==> src/rtl/piano_pkg.sv <==
// piano_pkg: shared types and constants for the piano tone scheduler.
// Note index encoding, the half-period table for the 21 playable notes,
// FSM state encoding, and the note lookup helpers.
package piano_pkg;

    typedef logic [4:0] note_t;

    localparam note_t NOTE_REST    = 5'd0;
    localparam note_t NOTE_HIGHEST = 5'd21;
    localparam note_t NOTE_END     = 5'd31;

    // Tone generator toggle counts for notes 1..21 (low 1..7, mid 1..7, high 1..7)
    localparam logic [15:0] HALF_PERIOD_TBL [0:20] = '{
        16'd22900, 16'd20408, 16'd18181, 16'd17142, 16'd15267, 16'd13605, 16'd12121,
        16'd11472, 16'd10216, 16'd9101,  16'd8571,  16'd7653,  16'd6818,  16'd6060,
        16'd5733,  16'd5108,  16'd4551,  16'd4294,  16'd3826,  16'd3409,  16'd3050
    };

    // Legacy state encodings, kept so existing probes and dumps still decode
    localparam logic [1:0] ST_IDLE  = 2'd0;
    localparam logic [1:0] ST_FETCH = 2'd1;
    localparam logic [1:0] ST_PLAY  = 2'd2;
    localparam logic [1:0] ST_PAUSE = 2'd3;

    typedef enum logic [1:0] {
        S_IDLE  = ST_IDLE,
        S_FETCH = ST_FETCH,
        S_PLAY  = ST_PLAY,
        S_PAUSE = ST_PAUSE
    } state_e;

    // True for indices that produce a tone; rests, 22..30 and the end marker do not
    function automatic logic note_is_tone(input note_t n);
        return (n != NOTE_REST) && (n <= NOTE_HIGHEST);
    endfunction

    // Half-period for a playable note, zero otherwise
    function automatic logic [15:0] note_half_period(input note_t n);
        if (note_is_tone(n)) begin
            return HALF_PERIOD_TBL[n - 5'd1];
        end
        return '0;
    endfunction

endpackage

==> src/rtl/piano_beat_timer.sv <==
// piano_beat_timer: BEAT_DIV prescaler producing one tick per beat.
// clr forces the count to zero, freeze holds it; tick is suppressed
// while either is active.
module piano_beat_timer
    import piano_pkg::*;
#(
    parameter int unsigned BEAT_DIV = 1250000
) (
    input  logic clk_5MHz,
    input  logic rst_n,
    input  logic clr,
    input  logic freeze,
    output logic tick
);

    localparam int unsigned CNT_W = (BEAT_DIV > 1) ? $clog2(BEAT_DIV) : 1;
    localparam logic [CNT_W-1:0] LAST = CNT_W'(BEAT_DIV - 1);

    logic [CNT_W-1:0] cnt;

    assign tick = ~clr & ~freeze & (cnt == LAST);

    // Beat counter: clear, hold, or count up and wrap on the tick
    always_ff @(posedge clk_5MHz or negedge rst_n) begin
        if (!rst_n) begin
            cnt <= '0;
        end else if (clr) begin
            cnt <= '0;
        end else if (!freeze) begin
            cnt <= tick ? '0 : cnt + 1'b1;
        end
    end

endmodule

==> src/rtl/piano_tone_scheduler.sv <==
// piano_tone_scheduler: steps a song from the external note ROM at the beat
// rate and arbitrates the single tone generator between song playback and
// the live keyboard (keyboard wins).
// Build option: define PIANO_TONE_SCHED_LOOP_EN to repeat the song at its
// end marker / step wrap instead of returning to idle.
module piano_tone_scheduler
    import piano_pkg::*;
#(
    parameter int unsigned BEAT_DIV = 1250000,
    parameter int unsigned STEP_W   = 8,
    parameter int unsigned SONG_W   = 2
) (
    input  logic                     clk_5MHz,
    input  logic                     rst_n,
    input  logic [4:0]               key_code,
    input  logic [SONG_W-1:0]        song_sel,
    input  logic                     play,
    input  logic                     stop,
    output logic [SONG_W+STEP_W-1:0] rom_addr,
    input  logic [4:0]               rom_data,
    output logic [15:0]              half_period,
    output logic                     tone_en,
    output logic                     playing
);

    state_e            state, state_d;
    logic [STEP_W-1:0] step, step_d;
    logic [SONG_W-1:0] song, song_d;
    note_t             cur_note, note_d;
    logic              fetch_wait, fetch_wait_d;

    logic              beat_tick;
    logic              key_active;
    logic              end_hit;
    logic [15:0]       half_period_d;
    logic              tone_en_d;

    assign key_active = (key_code != NOTE_REST);
    assign end_hit    = (cur_note == NOTE_END) || (step == '1);
    assign rom_addr   = {song, step};
    assign playing    = (state != S_IDLE);

    piano_beat_timer #(
        .BEAT_DIV (BEAT_DIV)
    ) u_beat_timer (
        .clk_5MHz (clk_5MHz),
        .rst_n    (rst_n),
        .clr      (state == S_FETCH),
        .freeze   (state != S_PLAY),
        .tick     (beat_tick)
    );

    // Sequencer next-state: stop beats play, play restarts from step 0
    always_comb begin
        state_d      = state;
        step_d       = step;
        song_d       = song;
        note_d       = cur_note;
        fetch_wait_d = fetch_wait;
        if (stop) begin
            state_d = S_IDLE;
        end else if (play) begin
            song_d       = song_sel;
            step_d       = '0;
            state_d      = S_FETCH;
            fetch_wait_d = 1'b1;
        end else begin
            case (state)
                S_IDLE: begin
                end
                S_FETCH: begin
                    // First cycle covers the ROM read latency, second latches the note
                    if (fetch_wait) begin
                        fetch_wait_d = 1'b0;
                    end else begin
                        note_d  = rom_data;
                        state_d = S_PLAY;
                    end
                end
                S_PLAY: begin
                    if (beat_tick) begin
                        if (end_hit) begin
`ifdef PIANO_TONE_SCHED_LOOP_EN
                            step_d       = '0;
                            state_d      = S_FETCH;
                            fetch_wait_d = 1'b1;
`else
                            state_d      = S_IDLE;
`endif
                        end else begin
                            step_d       = step + 1'b1;
                            state_d      = S_FETCH;
                            fetch_wait_d = 1'b1;
                        end
                    end else if (key_active) begin
                        state_d = S_PAUSE;
                    end
                end
                S_PAUSE: begin
                    if (!key_active) begin
                        state_d = S_PLAY;
                    end
                end
                default: state_d = S_IDLE;
            endcase
        end
    end

    // Output arbitration is fed from next-state values so the registered
    // tone lines up cycle-for-cycle with the registered FSM state.
    always_comb begin
        half_period_d = half_period;
        tone_en_d     = 1'b0;
        if (key_active) begin
            tone_en_d = note_is_tone(key_code);
            if (tone_en_d) begin
                half_period_d = note_half_period(key_code);
            end
        end else if ((state_d == S_PLAY) && note_is_tone(note_d)) begin
            tone_en_d     = 1'b1;
            half_period_d = note_half_period(note_d);
        end
    end

    // Sequencer state registers
    always_ff @(posedge clk_5MHz or negedge rst_n) begin
        if (!rst_n) begin
            state      <= S_IDLE;
            step       <= '0;
            song       <= '0;
            cur_note   <= NOTE_REST;
            fetch_wait <= 1'b0;
        end else begin
            state      <= state_d;
            step       <= step_d;
            song       <= song_d;
            cur_note   <= note_d;
            fetch_wait <= fetch_wait_d;
        end
    end

    // Registered tone generator outputs
    always_ff @(posedge clk_5MHz or negedge rst_n) begin
        if (!rst_n) begin
            half_period <= '0;
            tone_en     <= 1'b0;
        end else begin
            half_period <= half_period_d;
            tone_en     <= tone_en_d;
        end
    end

endmodule
==> config.mk <==
export PLATFORM = sky130hd
export DESIGN_NAME = piano_tone_scheduler
export DESIGN_NICKNAME = d
export VERILOG_FILES = /design/src/rtl/piano_pkg.sv /design/src/rtl/piano_beat_timer.sv /design/src/rtl/piano_tone_scheduler.sv
export SDC_FILE = /design/constraint.sdc
export NUM_CORES = 1
export LEC_CHECK = 0
export CORE_ASPECT_RATIO = 0.5
export CORE_MARGIN = 2
export CORE_UTILIZATION = 30
export CTS_CLUSTER_DIAMETER = 200
export CTS_CLUSTER_SIZE = 20
export DETAILED_ROUTE_END_ITERATION = 8
export GPL_TIMING_DRIVEN = 0
export PLACE_DENSITY = 0.54
export SLEW_MARGIN = 20
export SYNTH_ARGS = -nofsm -noshare
export SYNTH_HDL_FRONTEND = slang
export SYNTH_HIERARCHICAL = 1
export SYNTH_SLANG_ARGS = --single-unit
==> constraint.sdc <==
create_clock -name clk_5MHz -period 6.69 [get_ports clk_5MHz]
set_input_delay 1.338 -clock clk_5MHz [delete_from_list [all_inputs] [get_ports clk_5MHz]]
set_output_delay 1.338 -clock clk_5MHz [all_outputs]
set_load 0.02 [all_outputs]
==> results of run 1 <==
==> sequential cells by signal (all words and copies together) (netlist names) <==
register          flops
state                 2
step                  8
fetch_wait            1
tone_en               1
cur_note              5
half_period          15
u_beat_timer/cnt     21
song                  2
==> layout make-up <==
cell class,count,area (sq um),area share
multi-input combinational,452,3070,0.553
inverter,23,86.3,0.0155
timing repair buffer,40,415,0.0748
buffer,41,198,0.0356
clock inverter,1,8.76,0.00158
sequential,55,1380,0.248
tap,204,255,0.0460
clock buffer,7,143,0.0257
==> where the power goes <==
part           internal, mW  switching [mW]
Sequential            0.366          0.0249
Combinational         0.269           0.490
Clock                 0.151           0.130
==> kinds of logic (layout without fill, tap and decap cells) <==
logic type | after synthesis | in the layout | synth area share
multiplexers | 16 | 16 | 0.0362
adder cells (fa/ha/maj) | 23 | 23 | 0.0608
buffers and inverters | 64 | 112 | 0.0600
other | 1 | 1 | 0.000792
AO/OA/AOI/OAI | 176 | 176 | 0.262
XOR/XNOR | 14 | 14 | 0.0259
flip-flops | 55 | 55 | 0.291
AND/OR/NAND/NOR | 222 | 222 | 0.263
==> placed cells by master (no fill, tap or decap), types with 9 or more instances in the layout <==
cell type         n
nand3_1          32
nand4_1          16
nor2_1           36
o211ai_1         16
clkbuf_1         26
a21oi_1          39
xnor2_1          12
inv_1            20
o21ai_0          32
buf_2            10
dfrtp_1          55
clkdlybuf4s50_1  38
nor3_1           20
nand2_1          45
a31oi_1          16
ha_1             23
mux2_2            9
==> stage by stage <==
| step | std cells | setup WS (ns) |
|---|---|---|
| 2_1_floorplan | 571 | 2.28 |
| 3_3_place_gp | 814 | 1.23 |
| 3_5_place_dp | 815 | 1.31 |
| 4_1_cts | 823 | 1.61 |
| 5_1_grt | 823 | 1.32 |
| 6_report | 823 | 1.62 |
==> worst max-delay path, stage by stage <==
cell and delay (ns):
buf_2 0.16, nor4b_4 0.58, nand2_2 0.24, mux2_2 0.44, inv_1 0.16, ha_1 0.37, nor3b_1 0.29, xnor2_1 0.29
mux2i_1 0.33, buf_2 0.29, a2111oi_0 0.56, o211ai_1 0.19
==> worst max-delay path by stage <==
stage / startpoint / endpoint / slack, ns / cells after the start
detailed placement: play / half_period[7] / 1.31 / 12
floorplan: play / half_period[9] / 2.28 / 13
CTS: play / half_period[7] / 1.61 / 12
global route: play / half_period[7] / 1.32 / 12
global placement: play / half_period[7] / 1.23 / 12
finish: play / half_period[7] / 1.62 / 12
==> layer usage <==
layer,global-route usage,up-vias
met1,0.250,2301
met4,0.0474,0
met2,0.280,156
li1,-,2263
met5,0,-
met3,0.0260,22
==> flow_metrics.env, run 1 <==
export IMPL_synthesis_area_sq_um=4730
export IMPL_dp_hpwl_um=10800
export IMPL_min_path_cells=1
export IMPL_drtIter0Drc=346
export IMPL_yosysSeqAreaShare=0.291
export IMPL_synth_top_area_share=0.291
export IMPL_hold_buffers=0
export IMPL_synth_area_per_cell_sq_um=8.29
export IMPL_drv_cap=0
export IMPL_hold_class="flip-flop to flip-flop"
export IMPL_grt_overflow=0
export IMPL_die_h_um=92.8
export IMPL_ir_drop_mv=0.0927
export IMPL_reg2reg_to="half_period[7]"
export IMPL_p_leak_nw=2.04
export IMPL_wl_met3_um=789
export IMPL_holdPathEnd="u_beat_timer/cnt[17]"
export IMPL_crit_path_end_kind="flip-flop"
export IMPL_yosys_area_top_type="dfrtp_1"
export IMPL_die_x_um=182
export IMPL_drv_slew=0
export IMPL_final_nets=657
export IMPL_wl_met1_um=7030
export IMPL_synthCells=571
export IMPL_rows=32
export IMPL_grt_pass1_vias=4403
export IMPL_drcViolationCount=0
export IMPL_crit_fanout=10
export IMPL_drt_wirelength_per_cell_um=17.7
export IMPL_finalSetupViolations=0
export IMPL_cts_buffers_inserted=5
export IMPL_synth_common_cells="55 x dfrtp_1, 45 x nand2_1, 39 x a21oi_1"
export IMPL_fillers=1588
export IMPL_power_mw=1.43
export IMPL_placed_area_sq_um=5400
export IMPL_yosys_warnings=6
export IMPL_post_cts_buffers=0
export IMPL_worst_pin_slew_ns=0.961
export IMPL_crit_type="primary input to flip-flop"
export IMPL_syn_to_final_growth_pct=17.4
export IMPL_clock_root_buffer="clkbuf_16"
export IMPL_num_vias=4742
export IMPL_post_route_period_util=0.758
export IMPL_cts_buffer_depth=2
export IMPL_powerDensity_nw_per_um2=258
export IMPL_async_flop_share=1.00
export IMPL_holdWs_ns=0.507
export IMPL_crit_reg2reg_launch="state[1]"
export IMPL_h_tree_depth=2
export IMPL_critPathLaunchType="primary input"
export IMPL_fin_skew_ns=0.0118
export IMPL_synth_seq_cells=55
export IMPL_synth_most_common_cell="dfrtp_1"
export IMPL_hold_path_startpoint="u_beat_timer/cnt[17]"
export IMPL_post_route_min_period_ns=5.07
export IMPL_r2r_slack_ns=2.32
export IMPL_antenna_left=0
export IMPL_finalWeightedCongestion=0.904
export IMPL_antenna_found_initial=0
export IMPL_max_freq_mhz=197
export IMPL_r2r_cells=12
export IMPL_synth_ff_type="dfrtp_1"
export IMPL_start_util=0.307
export IMPL_syn_nets=610
export IMPL_routed_wl_met2_um=6430
export IMPL_numPortBuffers=39
export IMPL_drive_above_1_share=0.0889
export IMPL_hold_viol=0
export IMPL_slew_headroom=0.358
export IMPL_synth_edf_count=0
export IMPL_grtUsageTotal=0.176
export IMPL_clk_latency_ns=0.30
export IMPL_cts_clk_slew_worst_paths_ns=0.08
export IMPL_arrival_ns=5.23
export IMPL_crit_required_ns=6.84
export IMPL_synth_cell_types=81
export IMPL_final_util=0.360
export IMPL_rsz0062_at_grt="false"
export IMPL_grt_first_pass_wirelength_um=23800
export IMPL_cts_resized=0
export IMPL_setup_tns_ns=0
export IMPL_maxUsedRoutingLayer="met4"
export IMPL_dr_pass1_iters=5
export IMPL_outcome="complete, no violations"
export IMPL_wl_um=14500
export IMPL_cts_num_sinks=55
export IMPL_post_drt_via_cell_ratio=5.76
export IMPL_num_antenna_cells=0
export IMPL_core_area_sq_um=15400
export IMPL_grt_max_degree=44
export IMPL_netlist_top_cells_area="dfrtp_1 29%, ha_1 6.1%, a21oi_1 4.1%, nand2_1 3.6%, nand3_1 3.4%"
export IMPL_ioPinCount=44
export IMPL_tritoncts="done"
export IMPL_die_area_sq_um=16900
export IMPL_final_cell_area_sq_um=5550
Power figures use the tool's default switching activity.
==> run 2: changes to the inputs <==
==> constraint.sdc (replaced) <==
create_clock -name clk_5MHz -period 5 [get_ports clk_5MHz]
set_input_delay 1 -clock clk_5MHz [delete_from_list [all_inputs] [get_ports clk_5MHz]]
set_output_delay 1 -clock clk_5MHz [all_outputs]
set_load 0.02 [all_outputs]
==> run 2 against run 1 <==
  * Non-clock buffer count is the same
  * Critical path depth grew 1
  * Routed wire length grew 0.12%
  * Count of clock-buffer cells in the layout is the same
  * Power grew 34%
  * Global-route usage is the same
  * Clock power grew 34%
  * Final cell count is the same
  * Die area is the same
  * Via count grew 1.1%
  * Sequential share of layout area is essentially flat
  * Critical path type unchanged
  * Critical endpoint is now half_period[9]
==> flow_metrics.env, run 2 (synthesized netlist as in run 1, its figures left out) <==
export IMPL_grt_pass1_vias=4403
export IMPL_grt_max_degree=44
export IMPL_cts_buffer_depth=2
export IMPL_drcViolationCount=0
export IMPL_max_freq_mhz=211
export IMPL_drive_above_1_share=0.0905
export IMPL_num_vias=4793
export IMPL_fin_skew_ns=0.0120
export IMPL_largest_register="u_beat_timer/cnt"
export IMPL_rows=32
export IMPL_crit_required_ns=5.20
export IMPL_drt_wirelength_per_cell_um=17.7
export IMPL_tritoncts="done"
export IMPL_cpPeakStageDelay_ns=0.59
export IMPL_largest_registers="u_beat_timer/cnt x21, half_period x15, step x8"
export IMPL_cts_buffers_inserted=5
export IMPL_clk_latency_ns=0.30
export IMPL_die_h_um=92.8
export IMPL_clock_root_buffer="clkbuf_16"
export IMPL_hold_buffers=0
export IMPL_die_area_sq_um=16900
export IMPL_path_buf_inv=3
export IMPL_p_leak_nw=2.05
export IMPL_crit_type="primary input to flip-flop"
export IMPL_dr_pass1_iters=5
export IMPL_critPathTopFamily="simple AND/OR/NAND/NOR gates"
export IMPL_seqCellArea_sq_um=1380
export IMPL_grt_met1_usage=0.250
export IMPL_reg2reg_to="half_period[9]"
export IMPL_use_met2=0.280
export IMPL_hold_class="flip-flop to flip-flop"
export IMPL_grt_overflow=0
export IMPL_fillers=1588
export IMPL_multi_input_area_sq_um=3080
export IMPL_ir_drop_mv=0.124
export IMPL_min_path_cells=1
export IMPL_place_inst=815
export IMPL_core_area_sq_um=15400
export IMPL_drtIter0Drc=388
export IMPL_ioPinCount=44
export IMPL_final_cell_mix="55 x dfrtp_1, 45 x nand2_1, 39 x a21oi_1"
export IMPL_die_x_um=182
export IMPL_h_tree_depth=2
export IMPL_worst_pin_slew_ns=0.957
export IMPL_grt_first_pass_wirelength_um=23800
export IMPL_syn_to_final_growth_pct=17.6
export IMPL_post_route_min_period_ns=4.74
export IMPL_finalWeightedCongestion=0.904
export IMPL_power_mw=1.92
export IMPL_wl_um=14600
export IMPL_cts_num_sinks=55
export IMPL_drv_slew=0
export IMPL_crit_path_end_kind="flip-flop"
export IMPL_cts_clk_slew_worst_paths_ns=0.08
export IMPL_placed_area_sq_um=5400
export IMPL_final_nets=657
export IMPL_post_route_period_util=0.948
export IMPL_powerDensity_nw_per_um2=345
export IMPL_r2r_slack_ns=0.62
export IMPL_dp_hpwl_um=10800
export IMPL_r2r_cells=13
export IMPL_finalSetupViolations=0
export IMPL_top_usage_layer="met2"
export IMPL_path_common_cell="mux2_2"
export IMPL_post_drt_via_cell_ratio=5.82
export IMPL_holdPathEnd="u_beat_timer/cnt[17]"
export IMPL_slew_headroom=0.360
export IMPL_final_common_cell="dfrtp_1"
export IMPL_final_cell_area_sq_um=5560
export IMPL_crit_fanout=10
export IMPL_post_cts_buffers=0
export IMPL_drv_cap=0
export IMPL_rsz0062_at_grt="false"
export IMPL_grt_use_met3=0.0260
export IMPL_antenna_left=0
export IMPL_critPathLaunchType="primary input"
export IMPL_final_util=0.361
export IMPL_path_cells="buf_2, nor4b_4, nand2_2, mux2_2, inv_1, ha_1, nor3b_1, xnor2_2, mux2_2, clkbuf_1, o211ai_1, a221o_1, a41oi_1"
export IMPL_arrival_ns=4.94
export IMPL_numPortBuffers=39
export IMPL_outcome="complete, no violations"
export IMPL_largest_reg_flops=21
export IMPL_grtUsageTotal=0.176
export IMPL_hold_viol=0
export IMPL_crit_reg2reg_launch="state[1]"
export IMPL_cpMaxStageDelayCell="nor4b_4"
export IMPL_num_antenna_cells=0
export IMPL_hold_path_startpoint="u_beat_timer/cnt[17]"
export IMPL_antenna_found_initial=0
export IMPL_fin_cells=823
export IMPL_start_util=0.307
==> run 2: layout make-up <==
cell class                      instances  share of cell area
Buffer                                 41              0.0355
Clock buffer                            7              0.0256
Clock inverter                          1             0.00157
Inverter                               23              0.0155
Multi-Input combinational cell        452               0.554
Sequential cell                        55               0.247
Tap cell                              204              0.0459
Timing Repair Buffer                   40              0.0747
==> run 2: what timing repair did <==
action	4_1_cts	5_1_grt
setup endpoints to repair	0	1
hold endpoints to repair	0	0
resized for setup	0	2
==> run 2: per-layer routing <==
metal,share of wire,vias to the layer above,wire length (um)
li1,-,2272,-
met5,0,-,0
met2,0.44,197,6410
met4,0.019,0,278
met1,0.48,2295,6920
met3,0.065,29,939
==> run 2: where the power goes <==
group / switching, mW / leakage, nW / total, mW / internal (mW)
Sequential: 0.0345 / 0.709 / 0.524 / 0.489
Clock: 0.173 / 0.0741 / 0.375 / 0.201
Combinational: 0.657 / 1.26 / 1.02 / 0.365
Total: 0.865 / 2.05 / 1.92 / 1.06
==> run 2: worst reg2reg max path: stages, from the launching register on <==
cell	delay [ns]
dfrtp_1	0.36
buf_2	0.18
nor4b_4	0.55
nand2_2	0.24
mux2_2	0.44
inv_1	0.16
ha_1	0.37
nor3b_1	0.37
xnor2_2	0.22
mux2_2	0.25
clkbuf_1	0.40
o211ai_1	0.16
a221o_1	0.36
a41oi_1	0.22
==> run 2: metrics by stage <==
stage | setup WS, ns | setup TNS (ns) | hold slack, ns
after floorplan | 0.929 | 0 | 0.464
after global placement | -0.118 | -0.118 | 0.489
after detailed placement | -0.0432 | -0.0432 | 0.494
after CTS | 0.259 | 0 | 0.506
after global routing | 0.0152 | 0 | 0.519
final | 0.262 | 0 | 0.506
==> run 2: how the worst max path moves through the flow <==
stage,from,endpoint,cells past startpoint
2_1_floorplan,play,half_period[9],13
3_3_place_gp,play,half_period[7],12
3_5_place_dp,play,half_period[7],12
4_1_cts,play,half_period[7],12
5_1_grt,play,half_period[9],13
6_report,play,half_period[9],13
==> run 3: changes to the inputs <==
--- a/config.mk
+++ b/config.mk
@@ -12,7 +12,7 @@
 export CTS_CLUSTER_SIZE = 20
 export DETAILED_ROUTE_END_ITERATION = 8
 export GPL_TIMING_DRIVEN = 0
-export PLACE_DENSITY = 0.54
+export PLACE_DENSITY = 0.56
 export SLEW_MARGIN = 20
 export SYNTH_ARGS = -nofsm -noshare
 export SYNTH_HDL_FRONTEND = slang
==> constraint.sdc (replaced) <==
create_clock -name clk_5MHz -period 4.06 [get_ports clk_5MHz]
set_input_delay 0.812 -clock clk_5MHz [delete_from_list [all_inputs] [get_ports clk_5MHz]]
set_output_delay 0.812 -clock clk_5MHz [all_outputs]
set_load 0.02 [all_outputs]
==> run 3 against run 2 <==
  * Utilization up 0.86 points
  * Clock power up 40%
  * Worst hold slack worse by 0.15 ns
  * Final area up 2.4%
  * Routed wire length down 0.12%
  * Critical path depth down 3
  * Clock skew down 0.0020 ns
==> flow_metrics.env, run 3 (synthesized netlist as in run 1, its figures left out) <==
export IMPL_final_cell_mix="55 x dfrtp_1, 45 x nand2_1, 39 x a21oi_1"
export IMPL_p_leak_nw=2.11
export IMPL_slew_headroom=0.525
export IMPL_cts_clk_slew_worst_paths_ns=0.08
export IMPL_wl_um=14500
export IMPL_num_vias=4693
export IMPL_r2r_slack_ns=0.34
export IMPL_num_antenna_cells=0
export IMPL_path_common_cell="buf_2"
export IMPL_cpMaxStageDelayCell="o311ai_0"
export IMPL_cts_buffer_depth=2
export IMPL_post_route_period_util=0.955
export IMPL_powerDensity_nw_per_um2=434
export IMPL_start_util=0.307
export IMPL_core_area_sq_um=15400
export IMPL_grt_overflow=0
export IMPL_drv_cap=0
export IMPL_fin_skew_ns=0.00997
export IMPL_path_buf_inv=3
export IMPL_final_common_cell="dfrtp_1"
export IMPL_drtIter0Drc=390
export IMPL_die_x_um=182
export IMPL_critPathLaunchType="primary input"
export IMPL_crit_path_end_kind="flip-flop"
export IMPL_numPortBuffers=39
export IMPL_tritoncts="done"
export IMPL_finalSetupViolations=0
export IMPL_h_tree_depth=2
export IMPL_dr_pass1_iters=5
export IMPL_final_util=0.369
export IMPL_drv_slew=0
export IMPL_grt_first_pass_wirelength_um=23800
export IMPL_grt_pass1_vias=4402
export IMPL_cts_num_sinks=55
export IMPL_finalWeightedCongestion=0.957
export IMPL_crit_fanout=10
export IMPL_drcViolationCount=0
export IMPL_cpPeakStageDelay_ns=0.55
export IMPL_post_drt_via_cell_ratio=5.67
export IMPL_die_h_um=92.8
export IMPL_clk_latency_ns=0.30
export IMPL_largest_register="u_beat_timer/cnt"
export IMPL_antenna_left=0
export IMPL_outcome="complete, no violations"
export IMPL_die_area_sq_um=16900
export IMPL_dp_hpwl_um=10700
export IMPL_largest_registers="u_beat_timer/cnt x21, half_period x15, step x8"
export IMPL_syn_to_final_growth_pct=20.4
export IMPL_antenna_found_initial=0
export IMPL_drive_above_1_share=0.120
export IMPL_path_cells="buf_2, or4b_1, buf_2, nor2_1, a21oi_1, ha_1, clkbuf_2, o311ai_0, o32ai_1, mux2_2"
export IMPL_clock_root_buffer="clkbuf_16"
export IMPL_power_mw=2.47
export IMPL_largest_reg_flops=21
export IMPL_ioPinCount=44
export IMPL_rows=32
export IMPL_grt_max_degree=44
export IMPL_fillers=1582
export IMPL_max_freq_mhz=258
export IMPL_grtUsageTotal=0.175
export IMPL_hold_buffers=0
export IMPL_crit_type="primary input to flip-flop"
export IMPL_rsz0062_at_grt="false"
export IMPL_worst_pin_slew_ns=0.706
export IMPL_hold_class="primary input to asynchronous set/reset pin"
export IMPL_post_route_min_period_ns=3.88
export IMPL_critPathTopFamily="simple AND/OR/NAND/NOR gates"
export IMPL_hold_viol=0
export IMPL_arrival_ns=4.07
export IMPL_final_nets=661
export IMPL_drt_wirelength_per_cell_um=17.6
export IMPL_crit_required_ns=4.25
export IMPL_ir_drop_mv=0.187
export IMPL_cts_buffers_inserted=5
[run 3: layer usage]
metal | GRT usage | share of wire
met1 | 0.244 | 0.48
met2 | 0.282 | 0.44
met3 | 0.0279 | 0.059
met4 | 0.0440 | 0.015
met5 | 0 | 0
[run 3: final timing paths]
path                                 startpoint                    to  depth (start not counted)
max                                        play       half_period[11]                         10
min reg2reg                u_beat_timer/cnt[17]  u_beat_timer/cnt[17]                          1
max in group asynchronous                 rst_n               step[7]                          2
min                                       rst_n  u_beat_timer/cnt[19]                          1
min in group clk_5MHz      u_beat_timer/cnt[17]  u_beat_timer/cnt[17]                          1
max reg2reg                            state[1]       half_period[11]                         10
[run 3: cell type report]
cell class	count	area [sq um]	share of cell area
timing repair buffer	46	463	0.0813
multi-input combinational	452	3140	0.551
buffer	39	195	0.0343
inverter	23	90.1	0.0158
clock inverter	2	38.8	0.00681
clock buffer	6	139	0.0244
tap	204	255	0.0448
sequential	55	1380	0.242
[run 3: power by group]
part,switching [mW],internal (mW),total [mW],leakage (nW)
combinational,0.832,0.471,1.30,1.31
clock,0.213,0.311,0.524,0.0875
sequential,0.0421,0.602,0.644,0.709
[run 3: worst reg2reg max path, stage by stage (launching register included)]
cell	delay, ns
dfrtp_1	0.36
buf_2	0.18
or4b_1	0.48
buf_2	0.20
nor2_1	0.48
a21oi_1	0.26
ha_1	0.43
clkbuf_2	0.24
o311ai_0	0.56
o32ai_1	0.14
mux2_2	0.28
[run 3: repair_timing]
action,4_1_cts,5_1_grt
pin swaps,1,2
resized for setup,4,17
setup buffers,1,5
setup endpoints to repair,15,16
[run 3: stage by stage]
| step | setup slack, ns | cell area (sq um) | TNS (ns) | std cells | hold slack [ns] |
|---|---|---|---|---|---|
| 6_report | 0.184 | 5700 | 0 | 827 | 0.360 |
| 5_1_grt | 0.0451 | 5700 | 0 | 827 | 0.368 |
| 4_1_cts | 0.0577 | 5590 | 0 | 824 | 0.363 |
| 3_5_place_dp | -0.689 | 5400 | -7.93 | 815 | 0.501 |
| 3_3_place_gp | -0.738 | 5380 | -8.05 | 814 | 0.490 |
| 2_1_floorplan | 0.177 | 4730 | 0 | 571 | 0.464 |
